File: src/rtl/ysyx_24110015_arb_pkg.sv
// Shared types for the IFU/LSU AXI-Lite arbiter: grant states, master IDs, bus widths.
package ysyx_24110015_arb_pkg;

  localparam int ADDR_W = 32;
  localparam int DATA_W = 32;
  localparam int STRB_W = DATA_W / 8;

  typedef enum logic [1:0] {
    IDLE   = 2'd0,
    IFU_RD = 2'd1,
    LSU_RD = 2'd2,
    LSU_WR = 2'd3
  } arb_state_t;

  localparam logic MST_IFU = 1'b0;
  localparam logic MST_LSU = 1'b1;

endpackage

File: src/rtl/axi_lite_if.sv
// AXI-Lite bundle (32-bit address/data, 4-bit strobe) with master and slave views.
interface axi_lite_if;
  import ysyx_24110015_arb_pkg::*;

  logic [ADDR_W-1:0] araddr;
  logic              arvalid;
  logic              arready;
  logic [DATA_W-1:0] rdata;
  logic [1:0]        rresp;
  logic              rvalid;
  logic              rready;
  logic [ADDR_W-1:0] awaddr;
  logic              awvalid;
  logic              awready;
  logic [DATA_W-1:0] wdata;
  logic [STRB_W-1:0] wstrb;
  logic              wvalid;
  logic              wready;
  logic [1:0]        bresp;
  logic              bvalid;
  logic              bready;

  modport master (
    output araddr, arvalid, rready, awaddr, awvalid, wdata, wstrb, wvalid, bready,
    input  arready, rdata, rresp, rvalid, awready, wready, bresp, bvalid
  );

  modport slave (
    input  araddr, arvalid, rready, awaddr, awvalid, wdata, wstrb, wvalid, bready,
    output arready, rdata, rresp, rvalid, awready, wready, bresp, bvalid
  );

endinterface

File: src/rtl/ysyx_24110015_arb_pick.sv
// Combinational grant selector. With ARB_RR_EN defined, IFU/LSU ties alternate on
// last_grant; otherwise the LSU has fixed priority. LSU writes always beat LSU reads.
module ysyx_24110015_arb_pick
  import ysyx_24110015_arb_pkg::*;
(
  input  logic       ifu_rd,
  input  logic       lsu_rd,
  input  logic       lsu_wr,
  input  logic       last_grant,
  output arb_state_t next_state
);

  logic       lsu_req;
  logic       lsu_wins;
  arb_state_t lsu_state;

  assign lsu_req   = lsu_rd | lsu_wr;
  assign lsu_state = lsu_wr ? LSU_WR : LSU_RD;

`ifdef ARB_RR_EN
  // On a tie the master that did not win last time goes first.
  assign lsu_wins = lsu_req & (~ifu_rd | (last_grant == MST_IFU));
`else
  logic unused_last_grant;
  assign unused_last_grant = last_grant;
  assign lsu_wins          = lsu_req;
`endif

  always_comb begin
    next_state = IDLE;
    if (lsu_wins) begin
      next_state = lsu_state;
    end else if (ifu_rd) begin
      next_state = IFU_RD;
    end
  end

endmodule

File: src/rtl/ysyx_24110015_axi_arbiter.sv
// Two-master (IFU read-only, LSU read/write) to one-slave AXI-Lite arbiter, one whole
// transaction per grant. Define ARB_RR_EN for round-robin; default is LSU-first priority.
module ysyx_24110015_axi_arbiter
  import ysyx_24110015_arb_pkg::*;
(
  input  logic       clk,
  input  logic       rst,
  axi_lite_if.slave  ifu,
  axi_lite_if.slave  lsu,
  axi_lite_if.master mem
);

  arb_state_t state_reg;
  arb_state_t pick_state;
  logic       addr_done_reg;
  logic       w_done_reg;
  logic       last_grant;

  ysyx_24110015_arb_pick u_pick (
    .ifu_rd     (ifu.arvalid),
    .lsu_rd     (lsu.arvalid),
    .lsu_wr     (lsu.awvalid & lsu.wvalid),
    .last_grant (last_grant),
    .next_state (pick_state)
  );

`ifdef ARB_RR_EN
  logic last_grant_reg;

  always_ff @(posedge clk) begin
    if (rst) begin
      last_grant_reg <= MST_IFU;
    end else if (state_reg == IDLE && pick_state != IDLE) begin
      last_grant_reg <= (pick_state == IFU_RD) ? MST_IFU : MST_LSU;
    end
  end

  assign last_grant = last_grant_reg;
`else
  assign last_grant = MST_IFU;
`endif

  // The IFU port never writes; its write-side inputs are deliberately ignored.
  logic unused_ifu;
  assign unused_ifu = ^{ifu.awaddr, ifu.awvalid, ifu.wdata, ifu.wstrb, ifu.wvalid, ifu.bready};

  always_ff @(posedge clk) begin
    if (rst) begin
      state_reg     <= IDLE;
      addr_done_reg <= 1'b0;
      w_done_reg    <= 1'b0;
    end else begin
      case (state_reg)
        IDLE: begin
          state_reg     <= pick_state;
          addr_done_reg <= 1'b0;
          w_done_reg    <= 1'b0;
        end
        IFU_RD, LSU_RD: begin
          if (mem.arvalid && mem.arready) addr_done_reg <= 1'b1;
          if (mem.rvalid && mem.rready)   state_reg     <= IDLE;
        end
        LSU_WR: begin
          if (mem.awvalid && mem.awready) addr_done_reg <= 1'b1;
          if (mem.wvalid && mem.wready)   w_done_reg    <= 1'b1;
          if (mem.bvalid && mem.bready)   state_reg     <= IDLE;
        end
        default: state_reg <= IDLE;
      endcase
    end
  end

  // Forwarding; the done flags mask valid and ready so each handshake happens once.
  always_comb begin
    mem.araddr  = '0;
    mem.arvalid = 1'b0;
    mem.rready  = 1'b0;
    mem.awaddr  = '0;
    mem.awvalid = 1'b0;
    mem.wdata   = '0;
    mem.wstrb   = '0;
    mem.wvalid  = 1'b0;
    mem.bready  = 1'b0;
    ifu.arready = 1'b0;
    ifu.rdata   = '0;
    ifu.rresp   = '0;
    ifu.rvalid  = 1'b0;
    ifu.awready = 1'b0;
    ifu.wready  = 1'b0;
    ifu.bresp   = '0;
    ifu.bvalid  = 1'b0;
    lsu.arready = 1'b0;
    lsu.rdata   = '0;
    lsu.rresp   = '0;
    lsu.rvalid  = 1'b0;
    lsu.awready = 1'b0;
    lsu.wready  = 1'b0;
    lsu.bresp   = '0;
    lsu.bvalid  = 1'b0;
    case (state_reg)
      IFU_RD: begin
        mem.araddr  = ifu.araddr;
        mem.arvalid = ifu.arvalid & ~addr_done_reg;
        ifu.arready = mem.arready & ~addr_done_reg;
        mem.rready  = ifu.rready;
        ifu.rdata   = mem.rdata;
        ifu.rresp   = mem.rresp;
        ifu.rvalid  = mem.rvalid;
      end
      LSU_RD: begin
        mem.araddr  = lsu.araddr;
        mem.arvalid = lsu.arvalid & ~addr_done_reg;
        lsu.arready = mem.arready & ~addr_done_reg;
        mem.rready  = lsu.rready;
        lsu.rdata   = mem.rdata;
        lsu.rresp   = mem.rresp;
        lsu.rvalid  = mem.rvalid;
      end
      LSU_WR: begin
        mem.awaddr  = lsu.awaddr;
        mem.awvalid = lsu.awvalid & ~addr_done_reg;
        lsu.awready = mem.awready & ~addr_done_reg;
        mem.wdata   = lsu.wdata;
        mem.wstrb   = lsu.wstrb;
        mem.wvalid  = lsu.wvalid & ~w_done_reg;
        lsu.wready  = mem.wready & ~w_done_reg;
        mem.bready  = lsu.bready;
        lsu.bresp   = mem.bresp;
        lsu.bvalid  = mem.bvalid;
      end
      default: ;
    endcase
  end

endmodule

File: src/flat_wrapper.sv
// flat-port wrapper written by rule: the top's interface ports become plain ports
module ysyx_24110015_axi_arbiter_flat import ysyx_24110015_arb_pkg::*;
  (clk, rst, ifu_araddr, ifu_arvalid, ifu_rready, ifu_awaddr, ifu_awvalid, ifu_wdata, ifu_wstrb, ifu_wvalid, ifu_bready, ifu_arready, ifu_rdata, ifu_rresp, ifu_rvalid, ifu_awready, ifu_wready, ifu_bresp, ifu_bvalid, lsu_araddr, lsu_arvalid, lsu_rready, lsu_awaddr, lsu_awvalid, lsu_wdata, lsu_wstrb, lsu_wvalid, lsu_bready, lsu_arready, lsu_rdata, lsu_rresp, lsu_rvalid, lsu_awready, lsu_wready, lsu_bresp, lsu_bvalid, mem_araddr, mem_arvalid, mem_rready, mem_awaddr, mem_awvalid, mem_wdata, mem_wstrb, mem_wvalid, mem_bready, mem_arready, mem_rdata, mem_rresp, mem_rvalid, mem_awready, mem_wready, mem_bresp, mem_bvalid);
  axi_lite_if ifu_i ();
  axi_lite_if lsu_i ();
  axi_lite_if mem_i ();
  input  logic clk;
  input  logic rst;
  input wire logic [$bits(ifu_i.araddr)-1:0] ifu_araddr;
  input wire logic [$bits(ifu_i.arvalid)-1:0] ifu_arvalid;
  input wire logic [$bits(ifu_i.rready)-1:0] ifu_rready;
  input wire logic [$bits(ifu_i.awaddr)-1:0] ifu_awaddr;
  input wire logic [$bits(ifu_i.awvalid)-1:0] ifu_awvalid;
  input wire logic [$bits(ifu_i.wdata)-1:0] ifu_wdata;
  input wire logic [$bits(ifu_i.wstrb)-1:0] ifu_wstrb;
  input wire logic [$bits(ifu_i.wvalid)-1:0] ifu_wvalid;
  input wire logic [$bits(ifu_i.bready)-1:0] ifu_bready;
  output wire logic [$bits(ifu_i.arready)-1:0] ifu_arready;
  output wire logic [$bits(ifu_i.rdata)-1:0] ifu_rdata;
  output wire logic [$bits(ifu_i.rresp)-1:0] ifu_rresp;
  output wire logic [$bits(ifu_i.rvalid)-1:0] ifu_rvalid;
  output wire logic [$bits(ifu_i.awready)-1:0] ifu_awready;
  output wire logic [$bits(ifu_i.wready)-1:0] ifu_wready;
  output wire logic [$bits(ifu_i.bresp)-1:0] ifu_bresp;
  output wire logic [$bits(ifu_i.bvalid)-1:0] ifu_bvalid;
  input wire logic [$bits(lsu_i.araddr)-1:0] lsu_araddr;
  input wire logic [$bits(lsu_i.arvalid)-1:0] lsu_arvalid;
  input wire logic [$bits(lsu_i.rready)-1:0] lsu_rready;
  input wire logic [$bits(lsu_i.awaddr)-1:0] lsu_awaddr;
  input wire logic [$bits(lsu_i.awvalid)-1:0] lsu_awvalid;
  input wire logic [$bits(lsu_i.wdata)-1:0] lsu_wdata;
  input wire logic [$bits(lsu_i.wstrb)-1:0] lsu_wstrb;
  input wire logic [$bits(lsu_i.wvalid)-1:0] lsu_wvalid;
  input wire logic [$bits(lsu_i.bready)-1:0] lsu_bready;
  output wire logic [$bits(lsu_i.arready)-1:0] lsu_arready;
  output wire logic [$bits(lsu_i.rdata)-1:0] lsu_rdata;
  output wire logic [$bits(lsu_i.rresp)-1:0] lsu_rresp;
  output wire logic [$bits(lsu_i.rvalid)-1:0] lsu_rvalid;
  output wire logic [$bits(lsu_i.awready)-1:0] lsu_awready;
  output wire logic [$bits(lsu_i.wready)-1:0] lsu_wready;
  output wire logic [$bits(lsu_i.bresp)-1:0] lsu_bresp;
  output wire logic [$bits(lsu_i.bvalid)-1:0] lsu_bvalid;
  output wire logic [$bits(mem_i.araddr)-1:0] mem_araddr;
  output wire logic [$bits(mem_i.arvalid)-1:0] mem_arvalid;
  output wire logic [$bits(mem_i.rready)-1:0] mem_rready;
  output wire logic [$bits(mem_i.awaddr)-1:0] mem_awaddr;
  output wire logic [$bits(mem_i.awvalid)-1:0] mem_awvalid;
  output wire logic [$bits(mem_i.wdata)-1:0] mem_wdata;
  output wire logic [$bits(mem_i.wstrb)-1:0] mem_wstrb;
  output wire logic [$bits(mem_i.wvalid)-1:0] mem_wvalid;
  output wire logic [$bits(mem_i.bready)-1:0] mem_bready;
  input wire logic [$bits(mem_i.arready)-1:0] mem_arready;
  input wire logic [$bits(mem_i.rdata)-1:0] mem_rdata;
  input wire logic [$bits(mem_i.rresp)-1:0] mem_rresp;
  input wire logic [$bits(mem_i.rvalid)-1:0] mem_rvalid;
  input wire logic [$bits(mem_i.awready)-1:0] mem_awready;
  input wire logic [$bits(mem_i.wready)-1:0] mem_wready;
  input wire logic [$bits(mem_i.bresp)-1:0] mem_bresp;
  input wire logic [$bits(mem_i.bvalid)-1:0] mem_bvalid;
  assign ifu_i.araddr = ifu_araddr;
  assign ifu_i.arvalid = ifu_arvalid;
  assign ifu_i.rready = ifu_rready;
  assign ifu_i.awaddr = ifu_awaddr;
  assign ifu_i.awvalid = ifu_awvalid;
  assign ifu_i.wdata = ifu_wdata;
  assign ifu_i.wstrb = ifu_wstrb;
  assign ifu_i.wvalid = ifu_wvalid;
  assign ifu_i.bready = ifu_bready;
  assign ifu_arready = ifu_i.arready;
  assign ifu_rdata = ifu_i.rdata;
  assign ifu_rresp = ifu_i.rresp;
  assign ifu_rvalid = ifu_i.rvalid;
  assign ifu_awready = ifu_i.awready;
  assign ifu_wready = ifu_i.wready;
  assign ifu_bresp = ifu_i.bresp;
  assign ifu_bvalid = ifu_i.bvalid;
  assign lsu_i.araddr = lsu_araddr;
  assign lsu_i.arvalid = lsu_arvalid;
  assign lsu_i.rready = lsu_rready;
  assign lsu_i.awaddr = lsu_awaddr;
  assign lsu_i.awvalid = lsu_awvalid;
  assign lsu_i.wdata = lsu_wdata;
  assign lsu_i.wstrb = lsu_wstrb;
  assign lsu_i.wvalid = lsu_wvalid;
  assign lsu_i.bready = lsu_bready;
  assign lsu_arready = lsu_i.arready;
  assign lsu_rdata = lsu_i.rdata;
  assign lsu_rresp = lsu_i.rresp;
  assign lsu_rvalid = lsu_i.rvalid;
  assign lsu_awready = lsu_i.awready;
  assign lsu_wready = lsu_i.wready;
  assign lsu_bresp = lsu_i.bresp;
  assign lsu_bvalid = lsu_i.bvalid;
  assign mem_araddr = mem_i.araddr;
  assign mem_arvalid = mem_i.arvalid;
  assign mem_rready = mem_i.rready;
  assign mem_awaddr = mem_i.awaddr;
  assign mem_awvalid = mem_i.awvalid;
  assign mem_wdata = mem_i.wdata;
  assign mem_wstrb = mem_i.wstrb;
  assign mem_wvalid = mem_i.wvalid;
  assign mem_bready = mem_i.bready;
  assign mem_i.arready = mem_arready;
  assign mem_i.rdata = mem_rdata;
  assign mem_i.rresp = mem_rresp;
  assign mem_i.rvalid = mem_rvalid;
  assign mem_i.awready = mem_awready;
  assign mem_i.wready = mem_wready;
  assign mem_i.bresp = mem_bresp;
  assign mem_i.bvalid = mem_bvalid;
  ysyx_24110015_axi_arbiter u_core (.clk(clk), .rst(rst), .ifu(ifu_i), .lsu(lsu_i), .mem(mem_i));
endmodule
File: config.mk
export PLATFORM = sky130hd
export DESIGN_NAME = ysyx_24110015_axi_arbiter_flat
export DESIGN_NICKNAME = d
export VERILOG_FILES = /design/src/rtl/ysyx_24110015_arb_pkg.sv /design/src/rtl/axi_lite_if.sv /design/src/rtl/ysyx_24110015_arb_pick.sv /design/src/rtl/ysyx_24110015_axi_arbiter.sv /design/src/flat_wrapper.sv
export SDC_FILE = /design/constraint.sdc
export NUM_CORES = 1
export LEC_CHECK = 0
export ABC_AREA = 1
export BUFFER_PORTS_ARGS = -buffer_cell sky130_fd_sc_hd__buf_2
export CAP_MARGIN = 20
export CORE_AREA = 2 2 172 174
export DETAILED_ROUTE_END_ITERATION = 12
export DIE_AREA = 0 0 174 176
export PLACE_DENSITY = 0.33
export RECOVER_POWER = 25
export SYNTH_ARGS = -nofsm -noshare
export SYNTH_HDL_FRONTEND = slang
export SYNTH_SLANG_ARGS = --single-unit
File: constraint.sdc
create_clock -name clk -period 1.5 [get_ports clk]
set_input_delay 0.15 -clock clk [delete_from_list [all_inputs] [get_ports clk]]
set_output_delay 0.15 -clock clk [all_outputs]
set_load 0.01 [all_outputs]
Word-level counts from Yosys, hierarchy flattened
Cells that the tools add are included.
Storage, ports and cells
  bits in registers: 4
  output and inout port bits: 187
  logic and storage cells: 65
Operators by class
  equal/unequal tests: 8
  muxes and demuxes: 32
  bitwise logic cells: 11
  reduce and logical (&&, ||, !) cells: 11
Operator list (number)
  two-way mux 32 bit: 4
  one-hot mux 32 bit (2 select lines): 1
  two-way mux 1 bit: 15
  two-way mux 2 bit: 6
  != test 2 x 1 -> 1 bit (second input constant): 5
  AND 1 bit: 8
  one-hot mux 1 bit (2 select lines): 3
  one-hot mux 2 bit (3 select lines): 1
  AND reduction 2 bit: 3
  logical AND 1 bit: 5
  == test 2 bit (second input constant): 2
  two-way mux 4 bit: 1
  one-hot mux 1 bit (3 select lines): 1
  == test 2 x 1 -> 1 bit (second input constant): 1
  zero test 2 bit: 1
  NOT 1 bit: 2
  nonzero test 2 bit: 1
  OR reduction 2 bit: 1
  bitwise OR 1 bit: 1

Logic depth before layout (Yosys ltp)
Gate-level depths: netlist of run 1.
  depth in word-level cells: 6
  depth in mapped cells: 10
  mapped depth without buffers: 9

Modules after synthesis
A second synthesis of run 1 with hierarchy kept.
Second synthesis, totals
  cells, all modules: 490
  area, all modules: 2073.2 um2
By module, submodules not included
  ysyx_24110015_axi_arbiter: times used 1, cells each 484, area each 2047.0 um2, seq. area each 80.1 um2
  ysyx_24110015_arb_pick: times used 1, cells each 6, area each 26.3 um2, seq. area each 0.0 um2

Least setup slack after synthesis of run 1
No wires, ideal clock.
  kind: register -> output
  start: reg u_core.state_reg[0]
  end: out mem_araddr[22]
  arrival time: 1.211 ns
  data required time: 1.350 ns
  setup slack: 0.139 ns
  stages on the path, launching flop included: 6
  cells stage by stage: dfxtp_1 -> inv_1 -> ha_1 -> inv_1 -> buf_2 -> a21oi_1
Between the ends
  cells in the longest elaborated chain, start to end: 2
  elaborated cells on any way between the ends: 3
  classes of those cells: eq/ne: 2; mux: 1
RTL lines
  from (decl): RTL line ysyx_24110015_axi_arbiter.sv:13  | arb_state_t state_reg;
  from (signal assigned): RTL line ysyx_24110015_axi_arbiter.sv:55  | state_reg <= pick_state;
  == test 2 bit / == test 2 x 1 -> 1 bit (equally long branches): RTL line ysyx_24110015_axi_arbiter.sv:100  | case (state_reg)
  one-hot mux 32 bit (2 select lines) (*): RTL line ysyx_24110015_axi_arbiter.sv:100
  to (decl): RTL line flat_wrapper.sv:43  | output wire logic [$bits(mem_i.araddr)-1:0] mem_araddr;
Mark *: on every way between the ends. The rest lies on a longest branch, timed or not.

Final worst setup path of run 1
  start: reg u_core.state_reg[0]
  end: out mem_wdata[13]
Between the ends
  cells in the longest elaborated chain, start to end: 2
RTL lines
  == test 2 bit: RTL line ysyx_24110015_axi_arbiter.sv:100
  two-way mux 32 bit: RTL line ysyx_24110015_axi_arbiter.sv:100
  to (decl): RTL line flat_wrapper.sv:48  | output wire logic [$bits(mem_i.wdata)-1:0] mem_wdata;
Every way passes these cells.

==> impl_results.md, run 1 <==
- Die boundary height: roughly 180 um
- Netlist cell types: 19
- Max-cap check violation count: 0
- Root Buffer: clkbuf_16
- GRT Total Usage: 0.0817
- Wire length per cell: 11.5 um
- Top cell type by total area after synthesis: nand2_1
- Most frequent cell after synthesis: nand2_1
- Sink of the worst hold path: u_core.w_done_reg$_SDFFE_PP0P_
- Violations in the final reports: setup timing
- Diodes inserted: 0
- First-pass GRT wire length: 19700 um
- Final max-slew violation count: 0
- Die footprint: 30600 um^2
- Multi-input combinational cell area: ~1600 um^2
- TritonCTS clock tree: built
- Nets@finish: between 1k and 1.5k
- Number of DRC markers after the initial detailed-route iteration: 85
- Critical Path Source Type: flop
- Number of endpoints with negative hold slack in the final report: 0
- Maximum fanout encountered on the critical timing path: 6
- Flip-flop count of the largest register, all copies and words added: 2
- Sum of net half-perimeters after detailed placement: between 10000 and 15000 um
- Area of the mapped netlist: roughly 2000 um^2
- Avg Synthesized Cell Area: about 4.2 um^2
- R2r worst-path depth: 9
- CTS clk-pin slew, worst paths: ~30 ps
- Total vias in the final route: 4002
- Antenna violations before repair: 4
- Via count of the first global-routing pass: around 3.6k
- Nature of the critical path endpoint: output port
- Final core utilization: 0.203
- Layout-stage area growth over the synthesis result: 184%
- # hold bufs at CTS: 0
- Ratio of cells with drive above 1 in the final layout: 0.609
- DRC violations left: 0
- Worst path arrival time: around 1500 ps
- Kind of critical path: flop to output port
- Cell count of the worst hold path: 2
- Sink count of the clock tree: 4
- Total core area: approximately 29000 um^2
- Area taken by flip-flops and latches: about 85 um^2
- Detailed-route vias per instance: about 3.2
- Number of input and output port buffers inserted: 363
- Filler Cells Inserted: between 3k and 4k
- Total power density per cell area: 1460 nW/um^2
- Outcome: finished with violations
- Maximum number of pins on one net before global-route repair: 19
- Req. time, crit path: roughly 1400 ps
- Effective utilization at floorplan: 0.0715
- Io pins: 440
- Setup-failing EPs final: roughly 150
- Latest clock arrival within the worst-skew pair: 220 ps
- RSZ-0062 raised after global routing: yes
- Max clock buf depth: 2
- Proportion of register bits with asynchronous set or reset after synthesis: 0
- Share of synthesized area occupied by flip-flops and latches: 0.0392
- Count of yosys warnings during synthesis: 0
- Post-Synthesis Cells: around 480
- Worst reg-to-reg setup slack: approximately 100 ps
- Global-route congestion overflow total: 0
- Total Negative Setup Slacks: -10290 ps
- Top area cells in the synthesized netlist: nand2_1, inv_1, a21oi_1
- Final worst hold slack: 93.6 ps
- Total iterations of the first detailed-routing run: 4
- Period utilisation layout: 1.10
- Maximum frequency from static timing analysis: approximately 0.61 GHz
- Main flop type after synthesis: dfxtp_1
- CTS buffer count: 3
- Fin crit period: approximately 1700 ps
- Total of flip-flops plus latches after synthesis: 4
- Min-delay src: rst
- Setup clock skew after layout: roughly 1.6 ps
- Finished layout cell area: 5800 um^2
- Peak supply drop: roughly 530 uV
- Leakage power: 4.07 nW
- Area share of the leading cell type in the synthesized netlist: 0.414
- Area of placed instances: 4560 um^2
- Crit Reg-Reg Startpoint: u_core.state_reg[1]$_SDFFE_PP0P_
- Placer's final routability congestion estimate: about 0.73
- H-tree depth: 1
- Post-layout worst setup margin: -150 ps
- Detailed Route WL: between 10000 and 15000 um
- Floorplan die width: roughly 170 um
- Remaining number of nets flagged by the antenna check after routing: 0
- Most instantiated cells after synthesis: nand2_1, inv_1, a21oi_1, buf_2, nor2_1
- Worst flop-to-flop path endpoint: u_core.state_reg[0]$_SDFFE_PP0P_
- Number of core rows: 62
- Hold Crit Class: input port to flop
- Number of enable flip-flop cells after synthesis: 0
cell usage in the layout, fill, tap and decap left out, drive strengths merged:
master    n
nand2   226
clkbuf    9
nor3      2
bufbuf    1
dfxtp     4
a21oi    36
conb      5
nor3b     1
nand3     4
buf     410
inv     157
ha        4
nor2     10
o21ai     4
worst max path at each step:
stage	startpoint	end	slack, ps	depth (start not counted)
2_1_floorplan	u_core.state_reg[0]$_SDFFE_PP0P_	mem_araddr[22]	140	5
3_3_place_gp	u_core.state_reg[0]$_SDFFE_PP0P_	mem_araddr[10]	-20	7
3_5_place_dp	u_core.state_reg[0]$_SDFFE_PP0P_	mem_arvalid	-50	6
4_1_cts	u_core.state_reg[1]$_SDFFE_PP0P_	mem_araddr[11]	-150	7
5_1_grt	u_core.state_reg[0]$_SDFFE_PP0P_	mem_araddr[14]	-190	6
6_report	u_core.state_reg[0]$_SDFFE_PP0P_	mem_wdata[13]	-150	7
cells by family after synthesis:
group | count (synthesis) | synth area share
and+or+nand+nor | 243 | 0.457
adders and majority gates | 4 | 0.0245
buffers and inverters | 189 | 0.377
DFF | 4 | 0.0392
AOI/OAI and AO/OA | 40 | 0.0999
other | 1 | 0.00184
worst max-delay path, cell delays in order, from the launching register on:
cell and delay, ps:
dfxtp_4 350, buf_6 120, ha_4 170, bufbuf_16 270, clkbuf_16 150, nand2_1 50, inv_1 50, buf_6 120
area by class of cell:
type | instances | area share
Clock buffer | 3 | 0.0129
Tap cell | 384 | 0.0829
Timing Repair Buffer | 417 | 0.511
Inverter | 157 | 0.104
Sequential cell | 4 | 0.0147
Multi-Input combinational cell | 292 | 0.275
metrics by stage:
step | std cells | total power [W] | worst slack [ps]
after global placement | 1230 | 0.00544 | -16.4
after CTS | 1245 | 0.00764 | -146
after global routing | 1257 | 0.00917 | -195
after floorplan | 485 | 0.00273 | 139
after detailed placement | 1230 | 0.00536 | -52.5
final | 1257 | 0.00849 | -150
what timing repair did:
item,4_1_cts,5_1_grt
resized for setup,90,105
endpoints found under the setup margin,167,183
setup buffers,4,6
gates cloned,8,6
hold endpoints to repair,0,0
pin swaps,6,5
metal layers:
metal | wire, um | part of all wire | GRT usage | up-vias
met5 | 39 | 0.0027 | 0 | -
met4 | 301 | 0.021 | 0.0231 | 6
met3 | 1170 | 0.081 | 0.0235 | 28
met2 | 7360 | 0.51 | 0.150 | 188
met1 | 5640 | 0.39 | 0.0917 | 1687
li1 | - | - | - | 2093
where the power goes:
group | internal, W | switching [W]
Sequential | 0.000158 | 0.0000424
Clock | 0.000340 | 0.0000735
Combinational | 0.00401 | 0.00386
Total | 0.00451 | 0.00398
Power figures use the tool's default switching activity.
==> run 2: changes to the inputs <==
--- a/config.mk
+++ b/config.mk
@@ -10,4 +10,5 @@
 export CAP_MARGIN = 20
 export CORE_AREA = 2 2 172 174
+export CTS_CLUSTER_SIZE = 30
 export DETAILED_ROUTE_END_ITERATION = 12
 export DIE_AREA = 0 0 174 176
==> constraint.sdc (replaced) <==
create_clock -name clk -period 1.5 [get_ports clk]
set_input_delay 0.15 -clock clk [delete_from_list [all_inputs] [get_ports clk]]
set_output_delay 0.15 -clock clk [all_outputs]
set_load 0.05 [all_outputs]
==> run 2 against run 1 <==
  * The run still ends with setup timing left
  * Largest power group unchanged
  * Count of clock-buffer cells in the layout unchanged
  * Cell count grew 1.9%
  * Die area is the same
  * Clock skew down 1.5 ps
  * Largest cell class unchanged
==> impl_results.md, run 2 (synthesized netlist as in run 1, its figures left out) <==
- Outcome: finished with violations (unchanged)
- Violations in the final reports: setup timing (unchanged)
- Crit Reg-Reg Startpoint: u_core.state_reg[1]$_SDFFE_PP0P_ (unchanged)
- Die boundary height: 176 um (unchanged)
- Maximum fanout encountered on the critical timing path: 5 (was 6)
- Leakage power: 4.92 nW (was 4.07 nW)
- # hold bufs at CTS: 0 (unchanged)
- Worst setup path startpoint: u_core.state_reg[1]$_SDFFE_PP0P_ (was u_core.state_reg[0]$_SDFFE_PP0P_)
- Critical Path Max Stage Delay: 350 ps (about the same)
- Period utilisation layout: 1.16 (was 1.10)
- Latest clock arrival within the worst-skew pair: 220 ps (about the same)
- Wire length per cell: 13.6 um (was 11.5 um)
- Antenna violations before repair: 2 (was 4)
- GRT Total Usage: 0.0959 (was 0.0817)
- Nets@finish: 1155 (was 1132)
- TritonCTS clock tree: built (unchanged)
- CTS buffer count: 3 (unchanged)
- Max-cap check violation count: 0 (unchanged)
- Area of placed instances: 5000 um^2 (was 4560 um^2)
- Layout-stage area growth over the synthesis result: 318% (was 184%)
- Remaining number of nets flagged by the antenna check after routing: 0 (unchanged)
- Number of input and output port buffers inserted: 363 (unchanged)
- Finished layout cell area: 8530 um^2 (was 5800 um^2)
- Final core utilization: 0.299 (was 0.203)
- Sink count of the clock tree: 4 (unchanged)
- Maximum frequency from static timing analysis: 0.576 GHz (was 0.606 GHz)
- Commonest cells after routing, fill and taps aside: buf_2, buf_8, buf_6 (was buf_2, nand2_1, inv_1)
- Total Negative Setup Slacks: -23690 ps (was -10290 ps)
- Floorplan die width: 174 um (unchanged)
- Cell at the slowest stage of the critical path: dfxtp_4 (unchanged)
- Io pins: 440 (unchanged)
- Maximum number of pins on one net before global-route repair: 25 (was 19)
- RSZ-0062 raised after global routing: yes (unchanged)
- Peak supply drop: 799 uV (was 532 uV)
- Worst flop-to-flop path endpoint: u_core.addr_done_reg$_SDFFE_PP0P_ (was u_core.state_reg[0]$_SDFFE_PP0P_)
- Global-route congestion overflow total: 0 (unchanged)
- Via count of the first global-routing pass: 4347 (was 3597)
- Worst reg-to-reg setup slack: -90 ps (was 100 ps)
- Hold Crit Class: input port to flop (unchanged)
- Max clock buf depth: 2 (unchanged)
- Detailed-route vias per instance: 3.39 (was 3.18)
- First-pass GRT wire length: 23300 um (was 19700 um)
- Worst path depth: 7 (unchanged)
- R2r worst-path depth: 10 (was 9)
- Post-layout worst setup margin: -235 ps (was -150 ps)
- Flip-flop count of the largest register, all copies and words added: 2 (unchanged)
- Final max-slew violation count: 0 (unchanged)
- Die footprint: 30600 um^2 (unchanged)
- CP bufs+invs: 4 (was 5)
- DRC violations left: 0 (unchanged)
- Placer's final routability congestion estimate: 0.741 (was 0.730)
- Total power density per cell area: 1810 nW/um^2 (was 1460 nW/um^2)
- Number of DRC markers after the initial detailed-route iteration: 61 (was 85)
- Total vias in the final route: 4348 (was 4002)
- Critical Path Source Type: flop (unchanged)
- Sum of net half-perimeters after detailed placement: 11500 um (was 11400 um)
- Filler Cells Inserted: 2989 (was 3327)
- Total iterations of the first detailed-routing run: 4 (unchanged)
- Critical Path Sink: mem_araddr[31] (was mem_wdata[13])
- Number of core rows: 62 (unchanged)
- Total core area: 28500 um^2 (unchanged)
- Nature of the critical path endpoint: output port (unchanged)
- CTS clk-pin slew, worst paths: 30 ps (about the same)
- Fin crit period: 1730 ps (was 1650 ps)
- Worst path arrival time: 1580 ps (was 1500 ps)
- Dominant delay contributor by cell family on the critical path: buffers and inverters (unchanged)
- Commonest non-fill, non-tap cell in the layout: buf_2 (unchanged)
- CP cell instances: inv_4 -> ha_4 -> buf_12 -> clkbuf_16 -> nand2_2 -> a21oi_4 -> buf_8 (was buf_6 -> ha_4 -> bufbuf_16 -> clkbuf_16 -> nand2_1 -> inv_1 -> buf_6)
- Root Buffer: clkbuf_16 (unchanged)
- Final worst hold slack: 98.5 ps (was 93.6 ps)
- Kind of critical path: flop to output port (unchanged)
- Ratio of cells with drive above 1 in the final layout: 0.840 (was 0.609)
- Req. time, crit path: 1350 ps (about the same)
- Number of endpoints with negative hold slack in the final report: 0 (unchanged)
- Detailed Route WL: 17400 um (was 14500 um)
- Setup-failing EPs final: 182 (was 154)
- H-tree depth: 1 (unchanged)
- Setup clock skew after layout: 0.0402 ps (was 1.57 ps)
- Effective utilization at floorplan: 0.0715 (unchanged)
## run 2: timing repair
| item | CTS | global route |
|---|---|---|
| pin swaps | 7 | 40 |
| setup endpoints to repair | 185 | 184 |
| gates resized for setup | 510 | 383 |
| setup buffers | 17 | 22 |
| gates cloned | 10 | 8 |
## run 2: worst reg2reg max path, stage by stage (launching register included)
cell and delay [ps]:
dfxtp_4 350, buf_4 140, ha_4 190, buf_12 140, buf_12 120, buf_8 120, buf_4 130, o21ai_2 80
nand3_2 100, nand2_2 60, nor2_2 30
## run 2: cell type report
cell class,instances,area [um^2],share of cell area
Antenna cell,1,2.50,0.000293
Clock buffer,3,75.1,0.00880
Inverter,157,663,0.0778
Multi-Input combinational cell,292,2570,0.301
Sequential cell,4,87.6,0.0103
Tap cell,384,480,0.0563
Timing Repair Buffer,440,4650,0.545
## run 2: worst min path at each step
stage,to,cells after the start,slack [ps],startpoint
floorplan,u_core.w_done_reg$_SDFFE_PP0P_,1,220,rst
global placement,u_core.w_done_reg$_SDFFE_PP0P_,2,330,rst
detailed placement,u_core.w_done_reg$_SDFFE_PP0P_,2,330,rst
CTS,u_core.w_done_reg$_SDFFE_PP0P_,2,100,rst
global route,u_core.w_done_reg$_SDFFE_PP0P_,2,110,rst
finish,u_core.w_done_reg$_SDFFE_PP0P_,2,100,rst
## run 2: routing by layer
layer | up-vias | wire [um] | global-route usage
li1 | 2141 | - | -
met1 | 2014 | 6220 | 0.103
met2 | 176 | 10100 | 0.196
met4 | 2 | 137 | 0.0140
met5 | - | 13 | 0
met3 | 15 | 896 | 0.0181
## run 2: where the power goes
group          total [W]  switching [W]  internal (W)
combinational     0.0148        0.00851       0.00630
sequential      0.000229      0.0000652      0.000164
clock           0.000418      0.0000770      0.000341
total             0.0155        0.00866       0.00681
## run 2: metrics by stage
step / cells / total power (W) / worst slack, ps
final: 1281 / 0.0155 / -235
after detailed placement: 1228 / 0.00944 / -201
after global routing: 1281 / 0.0162 / -281
after floorplan: 485 / 0.00684 / -161
after global placement: 1228 / 0.00952 / -189
after CTS: 1257 / 0.0133 / -258
